## src/rtl/jpeg_output_rgb_conv_if.sv

```systemverilog
// Signal bundle between the Y/Cb/Cr sample FIFOs, the RGB converter and the pixel sink.
`timescale 1ns/1ps
interface jpeg_output_rgb_conv_if #(
  parameter int COORD_W = 16
);
  logic               start_i;
  logic [COORD_W-1:0] img_width_i;
  logic [COORD_W-1:0] img_height_i;
  logic               mono_i;
  logic [31:0]        y_data_i;
  logic [31:0]        cb_data_i;
  logic [31:0]        cr_data_i;
  logic               y_valid_i;
  logic               cb_valid_i;
  logic               cr_valid_i;
  logic               y_pop_o;
  logic               cb_pop_o;
  logic               cr_pop_o;
  logic               outport_valid_o;
  logic               outport_accept_i;
  logic [COORD_W-1:0] outport_x_o;
  logic [COORD_W-1:0] outport_y_o;
  logic [7:0]         outport_r_o;
  logic [7:0]         outport_g_o;
  logic [7:0]         outport_b_o;
  logic               idle_o;

  // Handshakes: a FIFO head moves when *_valid_i && *_pop_o at a rising edge; a pixel
  // moves when outport_valid_o && outport_accept_i, and the pixel is held until then.
  modport slave (
    input  start_i, img_width_i, img_height_i, mono_i,
    input  y_data_i, cb_data_i, cr_data_i, y_valid_i, cb_valid_i, cr_valid_i,
    output y_pop_o, cb_pop_o, cr_pop_o,
    output outport_valid_o, outport_x_o, outport_y_o, outport_r_o, outport_g_o, outport_b_o,
    input  outport_accept_i,
    output idle_o
  );

  modport master (
    output start_i, img_width_i, img_height_i, mono_i,
    output y_data_i, cb_data_i, cr_data_i, y_valid_i, cb_valid_i, cr_valid_i,
    input  y_pop_o, cb_pop_o, cr_pop_o,
    input  outport_valid_o, outport_x_o, outport_y_o, outport_r_o, outport_g_o, outport_b_o,
    output outport_accept_i,
    input  idle_o
  );
endinterface

```

## src/rtl/jpeg_output_rgb_conv.sv

```systemverilog
// Pops Y/Cb/Cr samples in lockstep, converts to clamped RGB in a two-stage pipe and
// tags each pixel with its image coordinate; pixels outside the image are dropped.
`timescale 1ns/1ps
module jpeg_output_rgb_conv #(
  parameter int COORD_W = 16
) (
  input logic clk_i,
  input logic rst_i,
  jpeg_output_rgb_conv_if.slave bus
);
  localparam int EW = COORD_W + 4;

  logic               advance;
  logic               take;
  logic [5:0]         idx;
  logic [COORD_W-1:0] blk_x;
  logic [COORD_W-1:0] blk_y;
  logic [EW-1:0]      bx_end;
  logic [EW-1:0]      by_end;
  logic               bx_last;
  logic               by_last;

  logic               s1_valid;
  logic [7:0]         s1_y;
  logic [7:0]         s1_cb;
  logic [7:0]         s1_cr;
  logic [5:0]         s1_idx;
  logic [COORD_W-1:0] s1_bx;
  logic [COORD_W-1:0] s1_by;

  logic               s2_valid;
  logic [COORD_W-1:0] s2_x;
  logic [COORD_W-1:0] s2_y;
  logic [7:0]         s2_r;
  logic [7:0]         s2_g;
  logic [7:0]         s2_b;

  assign advance = !s2_valid || bus.outport_accept_i;
  assign take    = advance && !bus.start_i && bus.y_valid_i &&
                   (bus.mono_i || (bus.cb_valid_i && bus.cr_valid_i));

  assign bus.y_pop_o  = take;
  assign bus.cb_pop_o = take && !bus.mono_i;
  assign bus.cr_pop_o = take && !bus.mono_i;

  // Block-grid wrap tests, widened so (blk+1)*8 cannot overflow near the max image size.
  assign bx_end  = ({4'd0, blk_x} + EW'(1)) << 3;
  assign by_end  = ({4'd0, blk_y} + EW'(1)) << 3;
  assign bx_last = bx_end >= {4'd0, bus.img_width_i};
  assign by_last = by_end >= {4'd0, bus.img_height_i};

  always_ff @(posedge clk_i or negedge rst_i) begin
    if (!rst_i) begin
      idx   <= '0;
      blk_x <= '0;
      blk_y <= '0;
    end else if (bus.start_i) begin
      idx   <= '0;
      blk_x <= '0;
      blk_y <= '0;
    end else if (take) begin
      idx <= idx + 6'd1;
      if (idx == 6'd63) begin
        if (bx_last) begin
          blk_x <= '0;
          blk_y <= by_last ? '0 : blk_y + COORD_W'(1);
        end else begin
          blk_x <= blk_x + COORD_W'(1);
        end
      end
    end
  end

  always_ff @(posedge clk_i or negedge rst_i) begin
    if (!rst_i) begin
      s1_valid <= 1'b0;
      s1_y     <= '0;
      s1_cb    <= '0;
      s1_cr    <= '0;
      s1_idx   <= '0;
      s1_bx    <= '0;
      s1_by    <= '0;
    end else if (bus.start_i) begin
      s1_valid <= 1'b0;
    end else if (advance) begin
      s1_valid <= take;
      if (take) begin
        s1_y   <= bus.y_data_i[7:0];
        s1_cb  <= bus.mono_i ? 8'd128 : bus.cb_data_i[7:0];
        s1_cr  <= bus.mono_i ? 8'd128 : bus.cr_data_i[7:0];
        s1_idx <= idx;
        s1_bx  <= blk_x;
        s1_by  <= blk_y;
      end
    end
  end

  // Conversion in 20-bit signed arithmetic; >>> floors toward minus infinity.
  logic signed [19:0] y_s, cb_s, cr_s;
  logic signed [19:0] r_full, g_full, b_full;
  logic [EW-1:0]      px, py;
  logic               in_img;

  assign y_s    = $signed({12'd0, s1_y});
  assign cb_s   = $signed({12'd0, s1_cb}) - 20'sd128;
  assign cr_s   = $signed({12'd0, s1_cr}) - 20'sd128;
  assign r_full = y_s + ((20'sd359 * cr_s) >>> 8);
  assign g_full = y_s - ((20'sd88 * cb_s + 20'sd183 * cr_s) >>> 8);
  assign b_full = y_s + ((20'sd454 * cb_s) >>> 8);

  assign px     = ({4'd0, s1_bx} << 3) + EW'(s1_idx[2:0]);
  assign py     = ({4'd0, s1_by} << 3) + EW'(s1_idx[5:3]);
  assign in_img = (px < {4'd0, bus.img_width_i}) && (py < {4'd0, bus.img_height_i});

  function automatic logic [7:0] clamp8(input logic signed [19:0] v);
    if (v < 0)
      return 8'd0;
    else if (v > 20'sd255)
      return 8'd255;
    else
      return v[7:0];
  endfunction

  always_ff @(posedge clk_i or negedge rst_i) begin
    if (!rst_i) begin
      s2_valid <= 1'b0;
      s2_x     <= '0;
      s2_y     <= '0;
      s2_r     <= '0;
      s2_g     <= '0;
      s2_b     <= '0;
    end else if (bus.start_i) begin
      s2_valid <= 1'b0;
    end else if (advance) begin
      s2_valid <= s1_valid && in_img;
      if (s1_valid && in_img) begin
        s2_x <= px[COORD_W-1:0];
        s2_y <= py[COORD_W-1:0];
        s2_r <= clamp8(r_full);
        s2_g <= clamp8(g_full);
        s2_b <= clamp8(b_full);
      end
    end
  end

  assign bus.outport_valid_o = s2_valid;
  assign bus.outport_x_o     = s2_x;
  assign bus.outport_y_o     = s2_y;
  assign bus.outport_r_o     = s2_r;
  assign bus.outport_g_o     = s2_g;
  assign bus.outport_b_o     = s2_b;
  assign bus.idle_o          = !s1_valid && !s2_valid;

  logic unused_bits;
  assign unused_bits = ^{bus.y_data_i[31:8], bus.cb_data_i[31:8], bus.cr_data_i[31:8],
                         px[EW-1:COORD_W], py[EW-1:COORD_W]};
endmodule

```

## src/flat_wrapper.sv

```systemverilog
// flat-port wrapper written by rule: the top's interface ports become plain ports
module jpeg_output_rgb_conv_flat 
#(
  parameter int COORD_W = 16
)
  (clk_i, rst_i, bus_start_i, bus_img_width_i, bus_img_height_i, bus_mono_i, bus_y_data_i, bus_cb_data_i, bus_cr_data_i, bus_y_valid_i, bus_cb_valid_i, bus_cr_valid_i, bus_y_pop_o, bus_cb_pop_o, bus_cr_pop_o, bus_outport_valid_o, bus_outport_x_o, bus_outport_y_o, bus_outport_r_o, bus_outport_g_o, bus_outport_b_o, bus_outport_accept_i, bus_idle_o);
  jpeg_output_rgb_conv_if #(.COORD_W(COORD_W)) bus_i ();
  input logic clk_i;
  input logic rst_i;
  input wire logic [$bits(bus_i.start_i)-1:0] bus_start_i;
  input wire logic [$bits(bus_i.img_width_i)-1:0] bus_img_width_i;
  input wire logic [$bits(bus_i.img_height_i)-1:0] bus_img_height_i;
  input wire logic [$bits(bus_i.mono_i)-1:0] bus_mono_i;
  input wire logic [$bits(bus_i.y_data_i)-1:0] bus_y_data_i;
  input wire logic [$bits(bus_i.cb_data_i)-1:0] bus_cb_data_i;
  input wire logic [$bits(bus_i.cr_data_i)-1:0] bus_cr_data_i;
  input wire logic [$bits(bus_i.y_valid_i)-1:0] bus_y_valid_i;
  input wire logic [$bits(bus_i.cb_valid_i)-1:0] bus_cb_valid_i;
  input wire logic [$bits(bus_i.cr_valid_i)-1:0] bus_cr_valid_i;
  output wire logic [$bits(bus_i.y_pop_o)-1:0] bus_y_pop_o;
  output wire logic [$bits(bus_i.cb_pop_o)-1:0] bus_cb_pop_o;
  output wire logic [$bits(bus_i.cr_pop_o)-1:0] bus_cr_pop_o;
  output wire logic [$bits(bus_i.outport_valid_o)-1:0] bus_outport_valid_o;
  output wire logic [$bits(bus_i.outport_x_o)-1:0] bus_outport_x_o;
  output wire logic [$bits(bus_i.outport_y_o)-1:0] bus_outport_y_o;
  output wire logic [$bits(bus_i.outport_r_o)-1:0] bus_outport_r_o;
  output wire logic [$bits(bus_i.outport_g_o)-1:0] bus_outport_g_o;
  output wire logic [$bits(bus_i.outport_b_o)-1:0] bus_outport_b_o;
  input wire logic [$bits(bus_i.outport_accept_i)-1:0] bus_outport_accept_i;
  output wire logic [$bits(bus_i.idle_o)-1:0] bus_idle_o;
  assign bus_i.start_i = bus_start_i;
  assign bus_i.img_width_i = bus_img_width_i;
  assign bus_i.img_height_i = bus_img_height_i;
  assign bus_i.mono_i = bus_mono_i;
  assign bus_i.y_data_i = bus_y_data_i;
  assign bus_i.cb_data_i = bus_cb_data_i;
  assign bus_i.cr_data_i = bus_cr_data_i;
  assign bus_i.y_valid_i = bus_y_valid_i;
  assign bus_i.cb_valid_i = bus_cb_valid_i;
  assign bus_i.cr_valid_i = bus_cr_valid_i;
  assign bus_y_pop_o = bus_i.y_pop_o;
  assign bus_cb_pop_o = bus_i.cb_pop_o;
  assign bus_cr_pop_o = bus_i.cr_pop_o;
  assign bus_outport_valid_o = bus_i.outport_valid_o;
  assign bus_outport_x_o = bus_i.outport_x_o;
  assign bus_outport_y_o = bus_i.outport_y_o;
  assign bus_outport_r_o = bus_i.outport_r_o;
  assign bus_outport_g_o = bus_i.outport_g_o;
  assign bus_outport_b_o = bus_i.outport_b_o;
  assign bus_i.outport_accept_i = bus_outport_accept_i;
  assign bus_idle_o = bus_i.idle_o;
  jpeg_output_rgb_conv #(.COORD_W(COORD_W)) u_core (.clk_i(clk_i), .rst_i(rst_i), .bus(bus_i));
endmodule
```

## config.mk

```make
export PLATFORM = sky130hd
export DESIGN_NAME = jpeg_output_rgb_conv_flat
export DESIGN_NICKNAME = d
export VERILOG_FILES = /design/src/rtl/jpeg_output_rgb_conv_if.sv /design/src/rtl/jpeg_output_rgb_conv.sv /design/src/flat_wrapper.sv
export SDC_FILE = /design/constraint.sdc
export NUM_CORES = 1
export LEC_CHECK = 0
export ABC_AREA = 1
export CAP_MARGIN = 20
export CORE_ASPECT_RATIO = 2
export CORE_MARGIN = 4
export CORE_UTILIZATION = 62
export DETAILED_ROUTE_END_ITERATION = 16
export PLACE_DENSITY = 0.95
export SLEW_MARGIN = 20
export SYNTH_ARGS = -nofsm -noshare
export SYNTH_HDL_FRONTEND = slang
export SYNTH_SLANG_ARGS = --single-unit
export TNS_END_PERCENT = 30
```

## constraint.sdc

```tcl
create_clock -name clk_i -period 15 [get_ports clk_i]
set_input_delay 2.25 -clock clk_i [delete_from_list [all_inputs] [get_ports clk_i]]
set_output_delay 2.25 -clock clk_i [all_outputs]
set_load 0.03 [all_outputs]
```

# Word level (Yosys, flattened, before mapping)
# Index checks and enable logic that the tools add are counted.
# W data, S select, Z words.
[word_totals]
regBits = 158
inputBits = 136
wordCells = 90
[op_classes]
add_sub_neg = 13
n_mul = 4
n_lt_le_gt_ge = 10
eq_ne = 1
n_mux = 23
n_bitwise = 1
reduce_logical = 22
[op_table]
columns = ["cell", "n"]
rows = [
  ["$mux W16", 9],
  ["$mux W8", 8],
  ["$add A19 B3 Y20", 2],
  ["$ge A20 B16 Y1", 2],
  ["$lt A20 B16 Y1", 2],
  ["$gt A13 B9 Y1 const B", 3],
  ["$lt A13 B1 Y1 const B", 3],
  ["$mul A9 B9 Y18 const A", 2],
  ["$add A16 B1 Y17 const B", 2],
  ["$add A16 B1 Y16 const B", 2],
  ["$add A9 B11 Y12", 2],
  ["$add A20 B20 Y20", 1],
  ["$mul A10 B9 Y19 const A", 1],
  ["$sub A8 B8 Y9 const B", 2],
  ["$mul A5 B9 Y14 const A", 1],
  ["$sub A9 B12 Y13", 1],
  ["$mux W6", 2],
  ["$reduce_and A3 Y1", 3],
  ["$logic_and A1 B1 Y1", 8],
  ["$reduce_bool A2 Y1", 4],
  ["$add A6 B1 Y6 const B", 1],
  ["$eq A6 B6 Y1 const B", 1],
  ["$logic_not A1 Y1", 4],
  ["$mux W1", 4],
  ["other kinds (3)", 4],
]

# Logic depth before layout (Yosys ltp)
[depth]
ltp_word = 7
ltp_mapped = 44
mapped_depth_nobuf = 44

# Worst setup path before layout
# Ideal clock, no wire load.
[synth_path]
path_type = "reg2reg"
startpoint = "register u_core.s1_cr[7]"
endpoint = "register u_core.s2_g[3], in the netlist u_core.bus.outport_g_o[3]"
arrival_ns = 6.707
t_required_ns = 14.883
slack_ns = 8.176
path_stages_with_launch = 39
n_path_buf = 0
period_less_slack_ns = 6.824
path_cell_list = "dfrtp_1 -> clkinv_1 -> ha_1 -> inv_1 -> ha_1 -> inv_1 -> fa_1 -> fa_1 -> fa_1 -> inv_1 -> ha_1 -> a21oi_1 -> and2_1 -> inv_1 -> a21oi_1 -> nor2_1 -> nor2_1 -> xor2_1 -> (+3 left out) -> nand3_1 -> a31oi_1 -> a21oi_1 -> xnor2_1 -> ha_1 -> inv_1 -> nor3_1 -> nand2_1 -> o211ai_1 -> nand3_1 -> nand3_1 -> nand2_1 -> nor2_1 -> nand2_1 -> nand2_1 -> nand2_1 -> nand2_1 -> nand2_1"
[synth_via]
elab_chain_cells = 7
elab_cells_between_ends = 8
classes_between = "3 x add/sub; 1 x mul; 2 x order compare; 2 x mux"
[synth_rtl]
columns = ["element", "line_no", "source"]
rows = [
  ["start: declaration", "jpeg_output_rgb_conv.sv:26", "logic [7:0] s1_cr;"],
  ["start signal: assignment", "jpeg_output_rgb_conv.sv:90", "s1_cr <= bus.mono_i ? 8'd128 : bus.cr_data_i[7:0];"],
  ["$sub A8 B8 Y9 *", "jpeg_output_rgb_conv.sv:106", "assign cr_s = $signed({12'd0, s1_cr}) - 20'sd128;"],
  ["$mul A9 B9 Y18 *", "jpeg_output_rgb_conv.sv:108", "assign g_full = y_s - ((20'sd88 * cb_s + 20'sd183 * cr_s) >>> 8);"],
  ["$add A20 B20 Y20 *", "jpeg_output_rgb_conv.sv:108", ""],
  ["$sub A9 B12 Y13 *", "jpeg_output_rgb_conv.sv:108", ""],
  ["$gt A13 B9 Y1", "jpeg_output_rgb_conv.sv:118", "else if (v > 20'sd255)"],
  ["$mux W8", "jpeg_output_rgb_conv.sv:118", ""],
  ["$mux W8 *", "jpeg_output_rgb_conv.sv:116", "if (v < 0)"],
  ["end signal: assignment", "jpeg_output_rgb_conv.sv:140", "s2_g <= clamp8(g_full);"],
  ["end: declaration", "jpeg_output_rgb_conv.sv:35", "logic [7:0] s2_g;"],
]
# Mark *: on every way between the ends. The rest lies on a longest branch, timed or not.
# A chain may end at the register's enable or synchronous reset.

# Final worst setup path
[layout_path]
startpoint = "register u_core.s1_cr[7]"
endpoint = "register u_core.s2_g[5], in the netlist u_core.bus.outport_g_o[5]"
# The elaborated chain is that of the path after synthesis.

==> impl_metrics.json <==
{
  "post_cts_buffers": 0,
  "min_period_over_period": 0.558,
  "synthesis.area_um2": 15300,
  "clk_latency_ps": 450,
  "grt_pass1_wl_um": 69800,
  "synth-main-ff-cell": "dfrtp_1",
  "critPathKind": "register to register",
  "h-tree-depth": 4,
  "firstDrtPassIters": 13,
  "ys_seq_area_frac": 0.258,
  "dr_total_vias": 13983,
  "hold_violations": 0,
  "wl_per_cell_um": 17.4,
  "clock_sinks": 158,
  "synth_top_area_frac": 0.258,
  "ys_seq_elements": 158,
  "clock_skew_ps": 9.52,
  "crit_fanout": 12,
  "post-synth-top-count-cell": "nand2_1",
  "hp-class": "register to register",
  "drv_cap": 0,
  "drc_errors": 0,
  "avgSynthCellArea_um2": 7.72,
  "cts-resized-gates": 0,
  "critPathSlowestCell": "dfrtp_1",
  "antenna_found_initial": 0,
  "die_area_um2": 27400,
  "final_nets": 2545,
  "async_reset_ff_frac": 1.00,
  "syn_nets": 2429,
  "clock_path_buffers": 2,
  "fp.coreArea_um2": 24400,
  "max_freq_mhz": 119,
  "die_h_um": 230,
  "syn_inst": 1982,
  "die_w_um": 119,
  "first_global_vias": 15053,
  "totalWireLength_um": 42600,
  "cts.hold.buffers_added": 0,
  "final_antenna_net_count": 0,
  "clk_pin_slew_worst_paths_ps": 70,
  "endpoint_kind": "register",
  "crit_family": "adder cells",
  "cts_made_buffers": 17,
  "rsz0062_at_grt": "no",
  "area_growth_pct": 14.0,
  "io-pin-count": 197,
  "rows": 81,
  "num_antenna_cells": 0,
  "cp-start-kind": "register",
  "vias_per_cell": 5.72,
  "finalSetupViolations": 0,
  "dp_hpwl_um": 33700,
  "ys_warn_count": 0,
  "synth_area_leader_cell": "dfrtp_1",
  "synth_edf_count": 0,
  "root_buffer": "clkbuf_16",
  "drive_above_1_share": 0.0332,
  "routabilityCongestion": 0.948,
  "tightest_slew_ps": 931,
  "crit_top_cell": "nand2_1",
  "drt_iter0_markers": 881,
  "crit_arrival_ps": 8700,
  "synthTopCellsByCount": "476 x nand2_1, 370 x inv_1, 251 x ha_1",
  "n_fill_cell": 1749,
  "slew_viol_final": 0,
  "grt_max_degree": 85,
  "place.port_buffers": 124,
  "crit_path_max_incr_delay_ps": 630,
  "tns_ps": 0,
  "outcome": "finished clean",
  "grt_usage": 0.318,
  "cts_tree": "built",
  "grt_overflow": 0,
  "synthTopCellsByArea": "dfrtp_1 26%, ha_1 21%, nand2_1 12%",
  "slew_headroom": 0.379,
  "fin_crit_ps": 8370,
  "synth_cell_types": 50,
  "start_util": 0.627,
  "path_buf_inv": 7,
  "cp.required_ps": 15330,
  "final_util": 0.715
}
[placed cells by master, fill, tap and decap left out, types with 5 or more instances in the layout]
| cell type | netlist | layout |
|---|---|---|
| nand2_1 | 476 | 475 |
| inv_1 | 370 | 370 |
| ha_1 | 251 | 251 |
| dfrtp_1 | 158 | 158 |
| clkdlybuf4s50_1 | 0 | 123 |
| nor2_1 | 112 | 112 |
| a21oi_1 | 93 | 93 |
| nand3_1 | 90 | 89 |
| o21ai_0 | 88 | 88 |
| xor2_1 | 65 | 65 |
| fa_1 | 60 | 60 |
| xnor2_1 | 25 | 25 |
| o21ai_1 | 24 | 24 |
| nand4_1 | 23 | 23 |
| nor3_1 | 18 | 18 |
| clkbuf_16 | 0 | 17 |
| o22ai_1 | 13 | 13 |
| o21ai_2 | 11 | 11 |
| o21bai_1 | 9 | 9 |
| buf_4 | 4 | 6 |
| a21o_1 | 5 | 5 |
| o211ai_1 | 5 | 5 |
| a31oi_1 | 5 | 5 |
| or2_2 | 5 | 5 |
[flip-flops by register name, indices dropped and copies added (netlist names), 6 cells and up]
| register | count |
|---|---|
| u_core.s1_cb | 8 |
| u_core.s1_idx | 6 |
| u_core.bus.outport_r_o | 8 |
| u_core.bus.outport_x_o | 16 |
| u_core.blk_y | 16 |
| u_core.idx | 6 |
| u_core.bus.outport_g_o | 8 |
| u_core.bus.outport_y_o | 16 |
| u_core.s1_cr | 8 |
| u_core.bus.outport_b_o | 8 |
| u_core.s1_by | 16 |
| u_core.s1_y | 8 |
| u_core.blk_x | 16 |
| u_core.s1_bx | 16 |
[area by class of cell]
type / instances / area (um^2) / share of cell area
clock buffer: 21 / 470 / 0.0269
clock inverter: 11 / 129 / 0.00738
inverter: 372 / 1400 / 0.0800
multi-input combinational: 1419 / 9810 / 0.562
sequential: 158 / 3950 / 0.226
tap: 332 / 415 / 0.0238
timing repair buffer: 130 / 1290 / 0.0737
[tightest hold or removal path: cells and delay by family, from the launching register on]
family	cells	cell delay (ps)
AOI/OAI and AO/OA	1	60
DFF	1	340
and+or+nand+nor	1	50
[per-stage QoR]
| stage | setup WS [ps] | area (um^2) | std cells | hold slack, ps |
|---|---|---|---|---|
| 2_1_floorplan | 8180 | 15300 | 1982 | 445 |
| 4_1_cts | 6700 | 17500 | 2443 | 490 |
| 3_5_place_dp | 6770 | 16900 | 2411 | 473 |
| 3_3_place_gp | 6890 | 16900 | 2411 | 460 |
| 6_report | 6630 | 17500 | 2443 | 488 |
| 5_1_grt | 5980 | 17500 | 2443 | 517 |
[per-layer routing]
metal | part of all wire | track usage | vias up
met2 | 0.53 | 0.588 | 626
met4 | 0.084 | 0.241 | 0
met1 | 0.33 | 0.309 | 6541
li1 | - | - | 6570
met5 | 0 | 0 | -
met3 | 0.052 | 0.0507 | 246
[kinds of logic (layout without fill, tap and decap cells)]
family / Yosys count / count (layout) / synth area share
AND/OR/NAND/NOR: 743 / 743 / 0.202
XOR/XNOR: 90 / 90 / 0.0515
flip-flops: 158 / 158 / 0.258
AO/OA/AOI/OAI: 275 / 275 / 0.103
adder cells (fa/ha/maj): 311 / 311 / 0.284
buffers and inverters: 405 / 534 / 0.102
[final timing paths]
check	from	end	slack (ps)	depth (start not counted)
setup reg to reg	u_core.s1_cr[7]$_DFFE_PN0P_	u_core.bus.outport_g_o[5]$_DFFE_PN0P_	6630	38
min in group asynchronous	rst_i	u_core.s1_cr[4]$_DFFE_PN0P_	1830	1
setup / recovery	u_core.s1_cr[7]$_DFFE_PN0P_	u_core.bus.outport_g_o[5]$_DFFE_PN0P_	6630	38
hold / removal	u_core.s1_by[15]$_DFFE_PN0P_	u_core.s1_by[15]$_DFFE_PN0P_	490	2
max in group asynchronous	rst_i	u_core.bus.outport_b_o[1]$_DFFE_PN0P_	11630	2
hold reg to reg	u_core.s1_by[15]$_DFFE_PN0P_	u_core.s1_by[15]$_DFFE_PN0P_	490	2
Power is left out: the tool's default activity adds up to more than one toggle a clock period on the data nets, which glitch-free logic cannot reach.
